**config.mk**
```make
export PLATFORM = sky130hd
export DESIGN_NAME = rr_req_queue
export DESIGN_NICKNAME = d
export VERILOG_FILES = /design/src/rtl/rr_pkg.sv /design/src/rtl/rr_fifo.sv /design/src/rtl/rr_req_queue.sv
export SDC_FILE = /design/constraint.sdc
export NUM_CORES = 1
export LEC_CHECK = 0
export BUFFER_PORTS_ARGS = -buffer_cell sky130_fd_sc_hd__buf_2
export CAP_MARGIN = 10
export CORE_MARGIN = 2
export CORE_UTILIZATION = 57
export CTS_CLUSTER_DIAMETER = 120
export DETAILED_ROUTE_END_ITERATION = 10
export PLACE_DENSITY = 0.79
export SLEW_MARGIN = 40
export SYNTH_ARGS = -nofsm -noshare
export SYNTH_HDL_FRONTEND = slang
export SYNTH_SLANG_ARGS = --single-unit
```
**constraint.sdc**
```tcl
create_clock -name clock -period 6.06 [get_ports clock]
set_input_delay 0.303 -clock clock [delete_from_list [all_inputs] [get_ports clock]]
set_output_delay 0.303 -clock clock [all_outputs]
set_load 0.02 [all_outputs]
```
**src/rtl/rr_pkg.sv**
```systemverilog
// rr_pkg: shared client enum, stale counter width and default payload width for the arbiter-side queue
package rr_pkg;
  typedef enum logic {CLIENT0, CLIENT1} client_e;
  localparam int STALE_W = 4;
  localparam int DEF_DATA_W = 8;
endpackage

```
**src/rtl/rr_fifo.sv**
```systemverilog
// rr_fifo: DEPTH-entry FIFO with separate occupancy count (clock, reset_n, push_valid/push_ready/push_data in, pop in, head/occ out)
module rr_fifo #(
  parameter int DATA_W = 8,
  parameter int DEPTH = 4
) (
  input  logic                    clock,
  input  logic                    reset_n,
  input  logic                    push_valid,
  output logic                    push_ready,
  input  logic [DATA_W-1:0]       push_data,
  input  logic                    pop,
  output logic [DATA_W-1:0]       head,
  output logic [$clog2(DEPTH):0]  occ
);
  localparam int AW = $clog2(DEPTH);
  localparam int OW = AW + 1;
  logic [DATA_W-1:0] mem [DEPTH];
  logic [AW-1:0] wr_ptr, rd_ptr;
  logic push;
  assign push_ready = occ < OW'(DEPTH);
  assign push = push_valid & push_ready;
  assign head = mem[rd_ptr];
  always_ff @(posedge clock)
    if (push) mem[wr_ptr] <= push_data;
  always_ff @(posedge clock or negedge reset_n)
    if (!reset_n) begin
      wr_ptr <= '0;
      rd_ptr <= '0;
      occ <= '0;
    end else begin
      wr_ptr <= wr_ptr + AW'(push);
      rd_ptr <= rd_ptr + AW'(pop);
      occ <= occ + OW'(push) - OW'(pop);
    end
endmodule

```
**src/rtl/rr_req_queue.sv**
```systemverilog
// rr_req_queue: two client FIFOs feeding a round-robin arbiter (ir/ack), registered pop channel (out_*), occupancies, stale-grant counters, sticky mutex_err
module rr_req_queue
  import rr_pkg::*;
#(
  parameter int DATA_W = DEF_DATA_W,
  parameter int DEPTH = 4
) (
  input  logic                    clock,
  input  logic                    reset_n,
  input  logic                    in0_valid,
  output logic                    in0_ready,
  input  logic [DATA_W-1:0]       in0_data,
  input  logic                    in1_valid,
  output logic                    in1_ready,
  input  logic [DATA_W-1:0]       in1_data,
  output logic                    ir0,
  output logic                    ir1,
  input  logic                    ack0,
  input  logic                    ack1,
  output logic                    out_valid,
  output logic                    out_src,
  output logic [DATA_W-1:0]       out_data,
  output logic [$clog2(DEPTH):0]  occ0,
  output logic [$clog2(DEPTH):0]  occ1,
  output logic [STALE_W-1:0]      stale0,
  output logic [STALE_W-1:0]      stale1,
  output logic                    mutex_err
);
  logic [DATA_W-1:0] head0, head1;
  logic solo0, solo1, pop0, pop1;
  client_e src;
  assign ir0 = occ0 != '0;
  assign ir1 = occ1 != '0;
  assign solo0 = ack0 & ~ack1;
  assign solo1 = ack1 & ~ack0;
  assign pop0 = solo0 & ir0;
  assign pop1 = solo1 & ir1;
  assign out_src = src;
  rr_fifo #(.DATA_W(DATA_W), .DEPTH(DEPTH)) u_fifo0 (
    .clock(clock), .reset_n(reset_n), .push_valid(in0_valid), .push_ready(in0_ready),
    .push_data(in0_data), .pop(pop0), .head(head0), .occ(occ0)
  );
  rr_fifo #(.DATA_W(DATA_W), .DEPTH(DEPTH)) u_fifo1 (
    .clock(clock), .reset_n(reset_n), .push_valid(in1_valid), .push_ready(in1_ready),
    .push_data(in1_data), .pop(pop1), .head(head1), .occ(occ1)
  );
  always_ff @(posedge clock or negedge reset_n)
    if (!reset_n) begin
      out_valid <= 1'b0;
      src <= CLIENT0;
      out_data <= '0;
      stale0 <= '0;
      stale1 <= '0;
      mutex_err <= 1'b0;
    end else begin
      out_valid <= pop0 | pop1;
      if (pop0 | pop1) begin
        src <= pop1 ? CLIENT1 : CLIENT0;
        out_data <= pop1 ? head1 : head0;
      end
      if (solo0 & ~ir0 & ~&stale0) stale0 <= stale0 + STALE_W'(1);
      if (solo1 & ~ir1 & ~&stale1) stale1 <= stale1 + STALE_W'(1);
      mutex_err <= mutex_err | (ack0 & ack1);
    end
endmodule

```
Yosys cells after proc, flatten, opt, wreduce, memory -nomap -nowiden
Memory sizes are Yosys's and may differ from the RTL's.
Index checks and enable logic that the tools add are counted.
{"block": "classes", "shift": 0, "reduce_logical": 6, "mux": 6, "multipliers": 0, "order_cmp": 2, "eq_ne": 0, "div": 0, "n_bitwise": 17, "addsub": 10}
{"cell": "$and A1 B1 Y1", "n": 11}
{"cell": "$add A2 B1 Y2", "n": 4}
{"cell": "$add A4 B1 Y4 const B", "n": 2}
{"cell": "$mux W8", "n": 1}
{"cell": "$reduce_and A4 Y1", "n": 2}
{"cell": "$add A3 B1 Y3", "n": 2}
{"cell": "$lt A3 B3 Y1 const B", "n": 2}
{"cell": "$reduce_bool A3 Y1", "n": 2}
{"cell": "$sub A3 B1 Y3", "n": 2}
{"cell": "$mux W1", "n": 5}
{"cell": "$not A1 Y1", "n": 4}
{"cell": "$logic_not A1 Y1", "n": 2}
{"cell": "$or A1 B1 Y1", "n": 2}
{"block": "totals", "output_inout_bits": 29, "romBits": 0, "n_memories": 2, "ff_bits": 33, "latchBits": 0, "ramBits": 64, "inputBits": 22}
{"name": "u_fifo0.mem", "depth": 4, "width": 8, "read_ports": 1, "rd_ports_with_merged_regs": 0, "wr": 1, "line_no": "rr_fifo.sv:17", "rtl": "logic [DATA_W-1:0] mem [DEPTH];"}
{"name": "u_fifo1.mem", "depth": 4, "width": 8, "read_ports": 1, "rd_ports_with_merged_regs": 0, "wr": 1, "line_no": "rr_fifo.sv:17"}

Depth between registers and ports, before layout
{"block": "logic_depth", "word_depth": 4, "depth_mapped": 12, "ltp_nobuf": 11}

By module
From an unflattened synthesis, not the netlist that was laid out.
{"block": "unflattened", "cells_unflattened": 228, "hier_area_um2": 3901.2}
{"module": "rr_fifo", "seq_area_each_um2": 1136.1, "area_per_inst_um2": 1482.7, "cells_per_inst": 69, "n_inst": 2}
{"module": "rr_req_queue", "seq_area_each_um2": 475.5, "area_per_inst_um2": 935.9, "cells_per_inst": 90, "n_inst": 1}

Least setup slack after synthesis
No wires, ideal clock.
{"block": "synth_path", "kind": "reg2reg", "start": "register u_fifo0.occ[2]", "end": "register u_fifo0.occ[2]", "stages_incl_launch_ff": 13, "setup_time_ps": 132, "setup_slack_ps": 3576, "required_time_ps": 5928, "period_less_slack_ps": 2484, "n_path_buf": 1, "arrival_time_ps": 2352, "cell_sequence": "dfrtp_1 -> nor3_2 -> inv_2 -> clkbuf_1 -> nand2_1 -> inv_1 -> ha_1 -> inv_1 -> ha_1 -> inv_1 -> fa_1 -> xnor2_1 -> xnor2_1"}
{"element": "start: declaration", "line_no": "rr_fifo.sv:13", "rtl": "output logic [$clog2(DEPTH):0] occ"}
{"element": "start signal: assignment", "line_no": "rr_fifo.sv:33", "rtl": "occ <= occ + OW'(push) - OW'(pop);"}
{"element": "$reduce_bool A3 Y1", "line_no": "rr_req_queue.sv:32", "rtl": "assign ir0 = occ0 != '0;"}
{"element": "named net ir0", "line_no": "rr_req_queue.sv:16", "rtl": "output logic ir0,"}
{"element": "$and A1 B1 Y1", "line_no": "rr_req_queue.sv:36", "rtl": "assign pop0 = solo0 & ir0;"}
{"element": "$sub A3 B1 Y3", "line_no": "rr_fifo.sv:33"}
The timed path passes the listed nets, and every way through them passes these cells.
A chain may end at the register's enable or synchronous reset.

Final worst setup path
{"block": "layout_path", "start": "register u_fifo0.occ[2]", "end": "register u_fifo0.occ[2]"}
{"block": "layout_between", "elab_chain_len": 4}
{"element": "$lt A3 B3 Y1", "line_no": "rr_fifo.sv:20", "rtl": "assign push_ready = occ < OW'(DEPTH);"}
{"element": "$and A1 B1 Y1", "line_no": "rr_fifo.sv:21", "rtl": "assign push = push_valid & push_ready;"}
{"element": "$add A3 B1 Y3", "line_no": "rr_fifo.sv:33"}
{"element": "$sub A3 B1 Y3 *", "line_no": "rr_fifo.sv:33"}
Every way passes the cells marked *; elsewhere a longest branch is shown, timed or not.

==> impl_metrics.py <==
metrics = {
    "worst_setup_path": {
        "critPathArrivalTime_ps": 2610,
        "crit_fanout": 11,
        "path_class": "reg2reg",
        "start_kind": "flop",
        "worstPathCellList": "nor3_2 -> inv_2 -> nand2_1 -> inv_1 -> ha_1 -> inv_1 -> ha_1 -> inv_1 -> fa_1 -> xnor2_1 -> xnor2_1",
        "r2r_slack_ps": 3710,
        "cpMostUsedCell": "inv_1",
        "max_stage_delay_ps": 440,
        "worstSetupEndpointType": "flop",
        "timing.rr.start": "u_fifo0.occ[2]$_DFF_PN0_",
        "cp.required_ps": 6320,
        "cp_slowest_cell": "dfrtp_1",
        "rr_worst_depth": 11,
        "r2r_end": "u_fifo0.occ[2]$_DFF_PN0_",
    },
    "cts": {
        "cts_inserted_buffers": 9,
        "clkTransAtPathRegs_ps": 90,
        "post_cts_buffers": 0,
        "cts_tree": "yes",
        "clock_path_buffers": 2,
        "clkLatencyLatePin_ps": 360,
        "clkSinkCount": 97,
        "post_cts_resized": 0,
        "cts-root-buf": "clkbuf_8",
        "cts_max_level": 3,
    },
    "finish": {
        "seqCellArea_um2": 2748,
        "instances_no_fill": 348,
        "drive_gt1_share_pct": 33.21,
        "final.fill_count": 448,
        "multiInputGateArea_um2": 1018,
        "area_growth_pct": 12.98,
        "fin_util_pct": 67.64,
        "diodes": 0,
        "fin_nets": 298,
        "fin_area_um2": 4344,
    },
    "grt": {
        "grt_pass1_vias": 2082,
        "grt_use_total_pct": 19.24,
        "grt_max_degree": 34,
        "antenna_found_initial": 0,
        "overflow": 0,
        "grt_pass1_wl_um": 10230,
    },
    "routing": {
        "drt-total-wl_um": 6325,
        "first_pass_iters": 4,
        "drt-vias-per-instance": 5.802,
        "drc_errors": 0,
        "wire_per_inst_um": 18.18,
        "final_antenna_net_count": 0,
        "drt_iter0_drc": 102,
        "num_vias": 2019,
    },
    "sta": {
        "clock_skew_ps": 8.562,
        "finalCritPeriodShare_pct": 38.83,
        "max_freq_ghz": 0.4250,
        "hold_slack_ps": 152.9,
        "max_slew.worst_pin.slew_ps": 760.0,
        "timing.final.crit_period_ps": 2353,
        "drv_slew": 0,
        "setup_violations": 0,
        "tns_ps": 0,
        "slew_headroom_pct": 49.15,
        "grt_setup_unrepaired": "false",
        "hold_violations": 0,
    },
    "logic_synthesis": {
        "ys_ff_latch": 97,
        "ys_types": 30,
        "synthCells": 210,
        "avgSynthCellArea_um2": 18.31,
        "ys.flop_type": "edfxtp_1",
        "synth_top_area_share_pct": 49.98,
        "synth_area_leaders": "edfxtp_1 (50%), dfrtp_1 (21%), mux4_2 (9.4%)",
        "yosysTopAreaCell": "edfxtp_1",
        "synth_commonest_cells": "edfxtp_1 (64), dfrtp_1 (33), mux4_2 (16), and3_1 (12), xnor2_1 (12)",
        "synth_edf_count": 64,
        "netlist_area_um2": 3845,
        "ys_warn_count": 0,
        "synth.net_count": 242,
        "yosys.cell_count.top_type": "edfxtp_1",
        "yosysSeqAreaShare_pct": 71.46,
        "async_flop_share_pct": 34.02,
    },
    "power_and_ir_drop": {
        "max-vdd-ir-drop_v": 0.0002092,
        "leakage_nw": 1.735,
        "power.density_nw_per_um2": 458.9,
    },
    "placement": {
        "place_area_um2": 4167,
        "place_congestion": 0.7816,
        "dp_cells": 331,
        "port_buffers": 50,
        "dp.final_hpwl_um": 4386,
    },
    "run": {
        "drv_cap": 0,
    },
    "floorplan": {
        "core_area_um2": 6422,
        "start_util_pct": 59.87,
        "fp.dieH_um": 86.13,
        "io_pins": 51,
        "die_area_um2": 7418,
        "rows": 29,
        "chipWidth_um": 86.13,
    },
    "worst_hold_path": {
        "hold_end": "u_fifo1.mem[1][7]$_DFFE_PP_",
        "min-delay-start": "in1_data[7]",
        "holdPathStages": 1,
        "min_path_type": "in2reg",
    },
    "run_status": {
        "status": "finished, final reports clean",
    },
}
through the flow:
stage,total power [mW],setup slack (ps)
after floorplan,1.458,3576
after global placement,1.631,3601
after detailed placement,1.657,3523
after CTS,2.014,3696
after global routing,2.112,3452
final,1.994,3707
layer usage:
| layer | wire (µm) | global-route usage, % | vias to the layer above |
|---|---|---|---|
| met4 | 100 | 6.926 | 0 |
| met3 | 340 | 6.160 | 8 |
| met1 | 2683 | 24.90 | 1029 |
| li1 | - | - | 918 |
| met5 | 0 | 0 | - |
| met2 | 3200 | 30.94 | 64 |
timing repair:
action,4_1_cts,5_1_grt
hold buffers,0,1
hold endpoints to repair,0,33
endpoints found under the setup margin,0,0
worst max-delay path by stage:
stage	start	depth (start not counted)	slack (ps)	endpoint
5_1_grt	u_fifo0.occ[2]$_DFF_PN0_	11	3450	u_fifo0.occ[2]$_DFF_PN0_
3_3_place_gp	ack0	11	3600	u_fifo0.occ[2]$_DFF_PN0_
3_5_place_dp	ack0	11	3520	u_fifo0.occ[2]$_DFF_PN0_
4_1_cts	u_fifo0.occ[2]$_DFF_PN0_	11	3700	u_fifo0.occ[2]$_DFF_PN0_
6_report	u_fifo0.occ[2]$_DFF_PN0_	11	3710	u_fifo0.occ[2]$_DFF_PN0_
2_1_floorplan	u_fifo0.occ[2]$_DFF_PN0_	12	3580	u_fifo0.occ[2]$_DFF_PN0_
logic make-up (layout without fill, tap and decap cells):
group	Yosys count	after routing	synth area share, %
xor+xnor	15	15	3.417
simple gates	39	39	6.345
mux	19	19	10.22
flops	97	97	71.46
compound gates	11	11	2.798
fa+ha+maj	10	10	3.645
buf+inv	19	80	2.115
report_power, final:
group	switching (mW)	leakage (nW)	internal, mW
Sequential	0.161	0.979	0.872
Combinational	0.308	0.673	0.291
Clock	0.215	0.0835	0.147
Total	0.685	1.73	1.31
cell usage in the layout (no fill, tap or decap), drive strengths merged, types with 5 or more instances in the layout:
cell type and n:
buf 52, inv 11, nand3 5, mux4 16, edfxtp 64, dfrtp 33, a221o 8, ha 8
and3 12, clkbuf 10, clkinv 5, xnor2 12
layout make-up:
type                            count  area share [%]
Clock inverter                      6          0.8065
Sequential cell                    97           63.25
Timing Repair Buffer               53           6.394
Multi-Input combinational cell     94           23.44
Clock buffer                       10           2.938
Inverter                           11          0.9505
Tap cell                           77           2.218
critical path: cells and delay by family, from the launching register on:
family | cells | cell delay (ps)
buffers and inverters | 4 | 320
adder cells (fa/ha/maj) | 3 | 760
XOR/XNOR | 2 | 260
flip-flops | 1 | 440
AND/OR/NAND/NOR | 2 | 450
sequential cells by signal, summed over array words and instances (netlist names):
register / flops
u_fifo1.wr_ptr: 2
stale0: 4
u_fifo0.rd_ptr: 2
u_fifo1.rd_ptr: 2
stale1: 4
u_fifo0.mem: 32
u_fifo0.wr_ptr: 2
out_src: 1
u_fifo1.occ: 3
u_fifo0.occ: 3
mutex_err: 1
out_data: 8
out_valid: 1
u_fifo1.mem: 32
Note: power is estimated with default switching activity, not from simulation.
